--- config.mk ---
export PLATFORM = sky130hd
export DESIGN_NAME = zero_pad_removal
export DESIGN_NICKNAME = d
export VERILOG_FILES = /design/src/rtl/zero_pad_removal_pkg.sv /design/src/rtl/zero_pad_removal_out_reg.sv /design/src/rtl/zero_pad_removal.sv
export SDC_FILE = /design/constraint.sdc
export NUM_CORES = 1
export LEC_CHECK = 0
export ABC_AREA = 1
export CAP_MARGIN = 20
export CORE_AREA = 2 2 79 81
export DETAILED_ROUTE_END_ITERATION = 6
export DIE_AREA = 0 0 81 83
export HOLD_SLACK_MARGIN = 0.02
export PLACE_DENSITY = 0.7
export SETUP_SLACK_MARGIN = 0.05
export SYNTH_ARGS = -nofsm -noshare
export SYNTH_HDL_FRONTEND = slang
export SYNTH_HIERARCHICAL = 1
export SYNTH_SLANG_ARGS = --single-unit
--- constraint.sdc ---
create_clock -name clk -period 2 [get_ports clk]
set_input_delay 0.4 -clock clk [delete_from_list [all_inputs] [get_ports clk]]
set_output_delay 0.4 -clock clk [all_outputs]
set_load 0.01 [all_outputs]
--- src/rtl/zero_pad_removal_pkg.sv ---
// Shared OFDM framing constants and state encoding for the
// zero-pad insertion (tx) and removal (rx) stages.
package zero_pad_removal_pkg;

  localparam int OFDM_DATA_W = 16;
  localparam int OFDM_N_TOT  = 128;
  localparam int OFDM_PAD    = 32;
  localparam int OFDM_DATA_LEN = OFDM_N_TOT - 2 * OFDM_PAD;

  typedef enum logic [1:0] {
    IDLE,
    LEAD,
    DATA,
    TAIL
  } zpr_state_t;

endpackage

--- src/rtl/zero_pad_removal_out_reg.sv ---
// One-deep valid/ready register slice carrying {sof, eof, i, q}.
// Full throughput when the consumer is always ready.
module zp_out_reg #(
  parameter int W = 34
) (
  input  logic         clk,
  input  logic         rst,
  input  logic         load,
  input  logic [W-1:0] data,
  output logic         ready,
  output logic         valid,
  input  logic         take,
  output logic [W-1:0] held
);

  assign ready = !valid | take;

  always_ff @(posedge clk or posedge rst) begin
    if (rst) begin
      valid <= 1'b0;
      held  <= '0;
    end else if (load) begin
      valid <= 1'b1;
      held  <= data;
    end else if (take) begin
      valid <= 1'b0;
    end
  end

endmodule

--- src/rtl/zero_pad_removal.sv ---
// Rx zero-pad removal: strips PAD guard bins at each end of an
// N_TOT-sample frame and flags nonzero guard content per frame.
module zero_pad_removal
  import zero_pad_removal_pkg::*;
#(
  parameter int DATA_W = OFDM_DATA_W,
  parameter int N_TOT  = OFDM_N_TOT,
  parameter int PAD    = OFDM_PAD
) (
  input  logic              clk,
  input  logic              rst,
  input  logic              in_valid,
  output logic              in_ready,
  input  logic              in_sof,
  input  logic [DATA_W-1:0] in_i,
  input  logic [DATA_W-1:0] in_q,
  output logic              out_valid,
  input  logic              out_ready,
  output logic              out_sof,
  output logic              out_eof,
  output logic [DATA_W-1:0] out_i,
  output logic [DATA_W-1:0] out_q,
  output logic              frame_done,
  output logic              pad_err,
  output logic              frame_abort
);

  localparam int DATA_LEN = N_TOT - 2 * PAD;
  localparam int CW = $clog2(N_TOT);
  localparam int OW = 2 * DATA_W + 2;

  localparam logic [CW-1:0] LEAD_END = CW'(PAD - 1);
  localparam logic [CW-1:0] DATA_BEG = CW'(PAD);
  localparam logic [CW-1:0] DATA_END = CW'(PAD + DATA_LEN - 1);
  localparam logic [CW-1:0] LAST     = CW'(N_TOT - 1);
  localparam logic [CW-1:0] ONE      = CW'(1);

  zpr_state_t state;
  logic [CW-1:0] cnt;
  logic err;

  logic slot_ready;
  logic acc;
  logic nz;
  logic load;
  logic [OW-1:0] ld_data;
  logic [OW-1:0] o_data;

  assign in_ready = (state == DATA) ? slot_ready : 1'b1;
  assign acc = in_valid & in_ready;
  assign nz = (in_i != '0) | (in_q != '0);
  assign load = acc & !in_sof & (state == DATA);
  assign ld_data = {cnt == DATA_BEG, cnt == DATA_END, in_i, in_q};

  always_ff @(posedge clk or posedge rst) begin
    if (rst) begin
      state       <= IDLE;
      cnt         <= '0;
      err         <= 1'b0;
      frame_done  <= 1'b0;
      pad_err     <= 1'b0;
      frame_abort <= 1'b0;
    end else begin
      frame_done  <= 1'b0;
      pad_err     <= 1'b0;
      frame_abort <= 1'b0;
      if (acc) begin
        if (in_sof) begin
          // any sof restarts the frame; mid-frame it also aborts
          frame_abort <= (state != IDLE);
          cnt         <= ONE;
          err         <= nz;
          state       <= (PAD == 1) ? DATA : LEAD;
        end else begin
          unique case (state)
            IDLE: begin
              cnt <= '0;
            end
            LEAD: begin
              err <= err | nz;
              cnt <= cnt + 1'b1;
              if (cnt == LEAD_END) state <= DATA;
            end
            DATA: begin
              cnt <= cnt + 1'b1;
              if (cnt == DATA_END) state <= TAIL;
            end
            TAIL: begin
              err <= err | nz;
              if (cnt == LAST) begin
                frame_done <= 1'b1;
                pad_err    <= err | nz;
                cnt        <= '0;
                state      <= IDLE;
              end else begin
                cnt <= cnt + 1'b1;
              end
            end
            default: state <= IDLE;
          endcase
        end
      end
    end
  end

  zp_out_reg #(
    .W(OW)
  ) u_out (
    .clk  (clk),
    .rst  (rst),
    .load (load),
    .data (ld_data),
    .ready(slot_ready),
    .valid(out_valid),
    .take (out_ready),
    .held (o_data)
  );

  assign {out_sof, out_eof, out_i, out_q} = o_data;

endmodule
Word-level counts from Yosys, hierarchy flattened
Cells that the tools add are included.
{"block": "word_totals", "ff_bits": 48, "word_cells": 61, "out_inout_bits": 39}
{"block": "classes", "n_mux": 23, "reduce_logical": 13, "n_eq_ne": 10, "bitwise_logic": 6, "n_addsub": 1}
{"cell": "16-bit nonzero test", "n": 2}
{"cell": "7-bit case mux with 3 select lines", "n": 1}
{"cell": "1-bit two-way mux", "n": 15}
{"cell": "7-bit == test (second input constant)", "n": 2}
{"cell": "7-bit two-way mux", "n": 2}
{"cell": "2-bit two-way mux", "n": 4}
{"cell": "7-bit by 1-bit adder with 7-bit output (second input constant)", "n": 1}
{"cell": "7-bit by 5-bit == test with 1-bit output (second input constant)", "n": 1}
{"cell": "7-bit by 6-bit == test with 1-bit output (second input constant)", "n": 1}
{"cell": "3-bit != test (second input constant)", "n": 2}
{"cell": "2-bit case mux with 3 select lines", "n": 1}
{"cell": "2-bit nonzero test", "n": 3}
{"cell": "5-bit AND reduction", "n": 1}
{"cell": "2-bit == test (second input constant)", "n": 2}
{"cell": "4-bit nonzero test", "n": 1}
{"cell": "2-bit OR reduction", "n": 2}
{"cell": "1-bit bitwise AND", "n": 3}
{"cell": "3-bit by 2-bit != test with 1-bit output (second input constant)", "n": 1}
{"cell": "1-bit bitwise OR", "n": 3}
{"cell": "2-bit by 1-bit == test with 1-bit output (second input constant)", "n": 1}
{"cell": "1-bit logical NOT", "n": 2}
{"cell": "2-bit logical NOT", "n": 1}
{"cell": "2-bit AND reduction", "n": 1}

Logic depth before layout (Yosys ltp)
Gate-level depths: netlist of run 1.
{"block": "logic_depth", "depth_word": 7, "mapped_depth": 13, "ltp_nobuf": 11}

Cells and area by module
Netlist of run 1, hierarchy kept.
{"module": "zp_out_reg", "n_inst": 1, "area_per_inst_um2": 1378.8, "cells_each": 149}
{"module": "zero_pad_removal", "n_inst": 1, "area_per_inst_um2": 895.9, "cells_each": 122}

Worst setup path after synthesis of run 1
Ideal clock, no wire load.
{"block": "synth_timing", "path_kind": "register to register", "start": "register state[0]", "end": "register u_out.held[12]", "path_stages_with_launch": 13, "setup_time_ns": 0.116, "path_buffers": 2, "arrival_time_ns": 1.503, "path_slack_ns": 0.380, "path_cell_list": "dfrtp_1 > inv_1 > ha_1 > nand2_2 > nand2_2 > inv_2 > nand3_1 > inv_1 > buf_6 > inv_8 > buf_8 > nand2_2 > nand2_1"}
{"block": "synth_between", "elab_chain_len": 5}
{"element": "start: declaration", "line": "zero_pad_removal.sv:38", "text": "zpr_state_t state;"}
{"element": "start signal: assignment", "line": "zero_pad_removal.sv:73", "text": "state <= (PAD == 1) ? DATA : LEAD;"}
{"element": "2-bit == test", "line": "zero_pad_removal.sv:49", "text": "assign in_ready = (state == DATA) ? slot_ready : 1'b1;"}
{"element": "1-bit two-way mux", "line": "zero_pad_removal.sv:49"}
{"element": "via in_ready", "line": "zero_pad_removal.sv:13", "text": "output logic in_ready,"}
{"element": "1-bit bitwise AND", "line": "zero_pad_removal.sv:50", "text": "assign acc = in_valid & in_ready;"}
{"element": "1-bit bitwise AND (2 in series)", "line": "zero_pad_removal.sv:52", "text": "assign load = acc & !in_sof & (state == DATA);"}
{"element": "via load", "line": "zero_pad_removal.sv:45", "text": "logic load;"}
{"element": "end signal: assignment", "line": "zero_pad_removal_out_reg.sv:24", "text": "held <= data;"}
{"element": "end: declaration", "line": "zero_pad_removal_out_reg.sv:13", "text": "output logic [W-1:0] held"}
The timed path passes the listed nets, and every way through them passes these cells.
A chain may end at the register's enable or synchronous reset.

Final worst setup path of run 1
{"block": "layout_timing", "start": "register state[0]", "end": "output port in_ready"}
{"block": "layout_between", "elab_chain_len": 2}
{"element": "2-bit == test", "line": "zero_pad_removal.sv:49"}
{"element": "1-bit two-way mux", "line": "zero_pad_removal.sv:49"}
{"element": "end: declaration", "line": "zero_pad_removal.sv:13"}
Every way passes these cells.

==> metrics.cfg, run 1 <==
[outcome]
status=finished clean

[power_and_ir_drop]
power.density_nw_per_um2=1170
power.leakage_nw=1.57
vdd_drop_max_mv=0.631

[global_route]
grt_pass1_wl_um=8990
overflow=0
grt_start_max_net_pins=36
antenna_found_initial=0
grt_pass1_vias=1940
grt_util_all_layers_pct=16.9

[final_layout]
layout-drive-gt1-share_pct=10.4
syn_to_final_growth_pct=42.0
fin_nets=397
antenna_cells=0
mostFrequentLayoutCell=nand2_1
final_cell_mix=114 x nand2_1, 74 x clkdlybuf4s50_1, 48 x dfrtp_1

[logic_synthesis]
ys_seq_elements=48
synthDistinctLibCells=26
synth.top_cell.area_share_pct=52.8
ys_seq_area_share_pct=52.8
syn_area_per_cell_um2=8.39
yosys.area.top_type=dfrtp_1
syn_inst=271
synthTopCellsByArea=dfrtp_1 53%, nand2_1 19%, nor2_1 3.8%
syn_area_um2=2270
yosysWarnings=6
synthesis.nets=314

[routing]
dr.first_iter.drc_count=104
vias_per_cell=4.58
first_pass_iters=4
routed_wirelength_um=5270
routedWlPerCell_um=12.3
num_vias=1968
drc=0
antenna_left=0

[timing]
fin_skew_ns=0.0108
worstMarginPinSlew_ns=0.478
finalSetupViolations=0
hold_ws_ns=0.300
rsz0062_at_grt=no
timing.final.max_slew_violations=0
min_period_over_period_pct=87.0
timing_hold_violations_final=0
slew_headroom_pct=68.1
tns_ns=0
period_minus_slack_ns=1.74
fmax_mhz=574

[job]
cap_viol_max_count=0

[clock_network]
cts_hold_buf=0
root_buffer=clkbuf_8
cts_buffers=5
cts_max_level=2
cts_buffer_depth=2
clk_pin_slew_ns=0.08
clock_latency_ns=0.30
cts_sinks=48
cts_tree=done

[critical_path]
startpoint_type=flip-flop
cp-startpoint=state[0]
r2r_end=u_out/held[29]
path_class=reg2out
worst_path_max_delay_cell=dfrtp_1
crit_arrival_ns=1.34
critPathBufInv=2
worst-path-stages=4
cp_top_family=flip-flops
crit_path_end_kind=primary output
reg2reg_from=state[0]
cp.required_ns=1.60
endpoint=in_ready
cp_cell_sequence=inv_1 -> ha_2 -> nand2_2 -> dlygate4sd2_1
r2r_cells=11
reg2reg_setup_slack_ns=0.43
cp_max_fo=4
crit_path_max_incr_delay_ns=0.39

[floorplanning]
io_pins=76
die_x_um=81
core_area_um2=5820
start_util_pct=39.1
rows=28
dieArea_um2=6720
die_height_um=83

[placed_design]
port_buffers=75
place_hpwl_um=3960
gp_congestion=0.825

[hold_path]
holdCritPathClass=in2async

-- where the power goes --
group	internal, mW	switching [mW]
registers	1.31	0.199
clock network	0.371	0.312
logic	0.854	0.735
-- how the worst min path moves through the flow --
stage	start	slack [ns]	end
3_3_place_gp	u_out/held[3]	0.45	u_out/held[3]
3_5_place_dp	u_out/held[22]	0.46	u_out/held[22]
4_1_cts	rst	0.30	u_out/held[2]
6_report	rst	0.30	u_out/held[2]
5_1_grt	rst	0.32	u_out/held[3]
2_1_floorplan	rst	0.28	cnt[0]
-- kinds of logic after synthesis --
kind of cell / share of synthesized area [%]
xor+xnor: 1.54
compound gates: 3.68
simple gates: 31.9
fa+ha+maj: 3.30
flops: 52.8
buf+inv: 6.77
-- area by class of cell --
class / instances / area [um^2]
Inverter: 20 / 82.6
Fill cell: 556 / 2590
Sequential cell: 48 / 1200
Clock inverter: 2 / 35.0
Clock buffer: 6 / 72.6
Multi-Input combinational cell: 196 / 922
Tap cell: 75 / 93.8
Timing Repair Buffer: 83 / 822
-- synth_stat cells --
cell type and n:
nand2_1 114, dfrtp_1 48, nor2_1 23, inv_1 17, nand2_2 13, nand3_1 9, o21ai_0 7, ha_1 6
nor3_1 4, a21oi_1 3, buf_4 3, buf_6 3, nand4_1 3, xor2_1 3, inv_2 2, nor2_2 2
o22ai_1 2, a21boi_1 1, buf_8 1, inv_8 1, nand2_4 1, nand3_2 1, nor3b_2 1, o2111ai_1 1
o21ai_1 1, xnor2_1 1
-- sequential cells by signal, summed over array words and instances, names as in the netlist --
name	cells
frame_abort	1
frame_done	1
state	2
pad_err	1
err	1
u_out/valid	1
cnt	7
u_out/held	34
-- routing by layer --
layer | up-vias | global-route usage, % | wire length, um
met5 | - | 0 | 0
met4 | 0 | 3.70 | 50
met3 | 5 | 4.35 | 316
met2 | 48 | 29.2 | 2590
met1 | 910 | 20.9 | 2310
li1 | 1005 | - | -
-- repair_timing --
item,in CTS,in global routing
endpoints found under the setup margin,1,0
resized for setup,2,0
hold endpoints to repair,0,0
setup buffers,1,0
-- worst register-to-register path, delay by kind of cell (launching register included) --
kind / cells / cell delay, ns
and+or+nand+nor: 5 / 0.38
buffers and inverters: 5 / 0.53
adders and majority gates: 1 / 0.23
DFF: 1 / 0.39
-- per-stage QoR --
stage | total power, mW | setup slack (ns) | util (%) | std cells | cell area [um^2]
after floorplan | 2.28 | 0.380 | - | 271 | 2270
after CTS | 3.82 | 0.250 | 55.5 | 430 | 3230
after global routing | 4.09 | 0.182 | 55.5 | 430 | 3230
after detailed placement | 3.12 | 0.00158 | 53.5 | 421 | 3110
final | 3.78 | 0.259 | 55.5 | 430 | 3230
after global placement | 3.08 | 0.00555 | 53.5 | 421 | 3110
(Power assumes the default switching activity.)
==> run 2: changes to the inputs <==
ABC_CLOCK_PERIOD_IN_PS = 2000   (was not set)
==> results of run 2 <==
No change in the layout: final DEF, timing and power equal those of run 1.
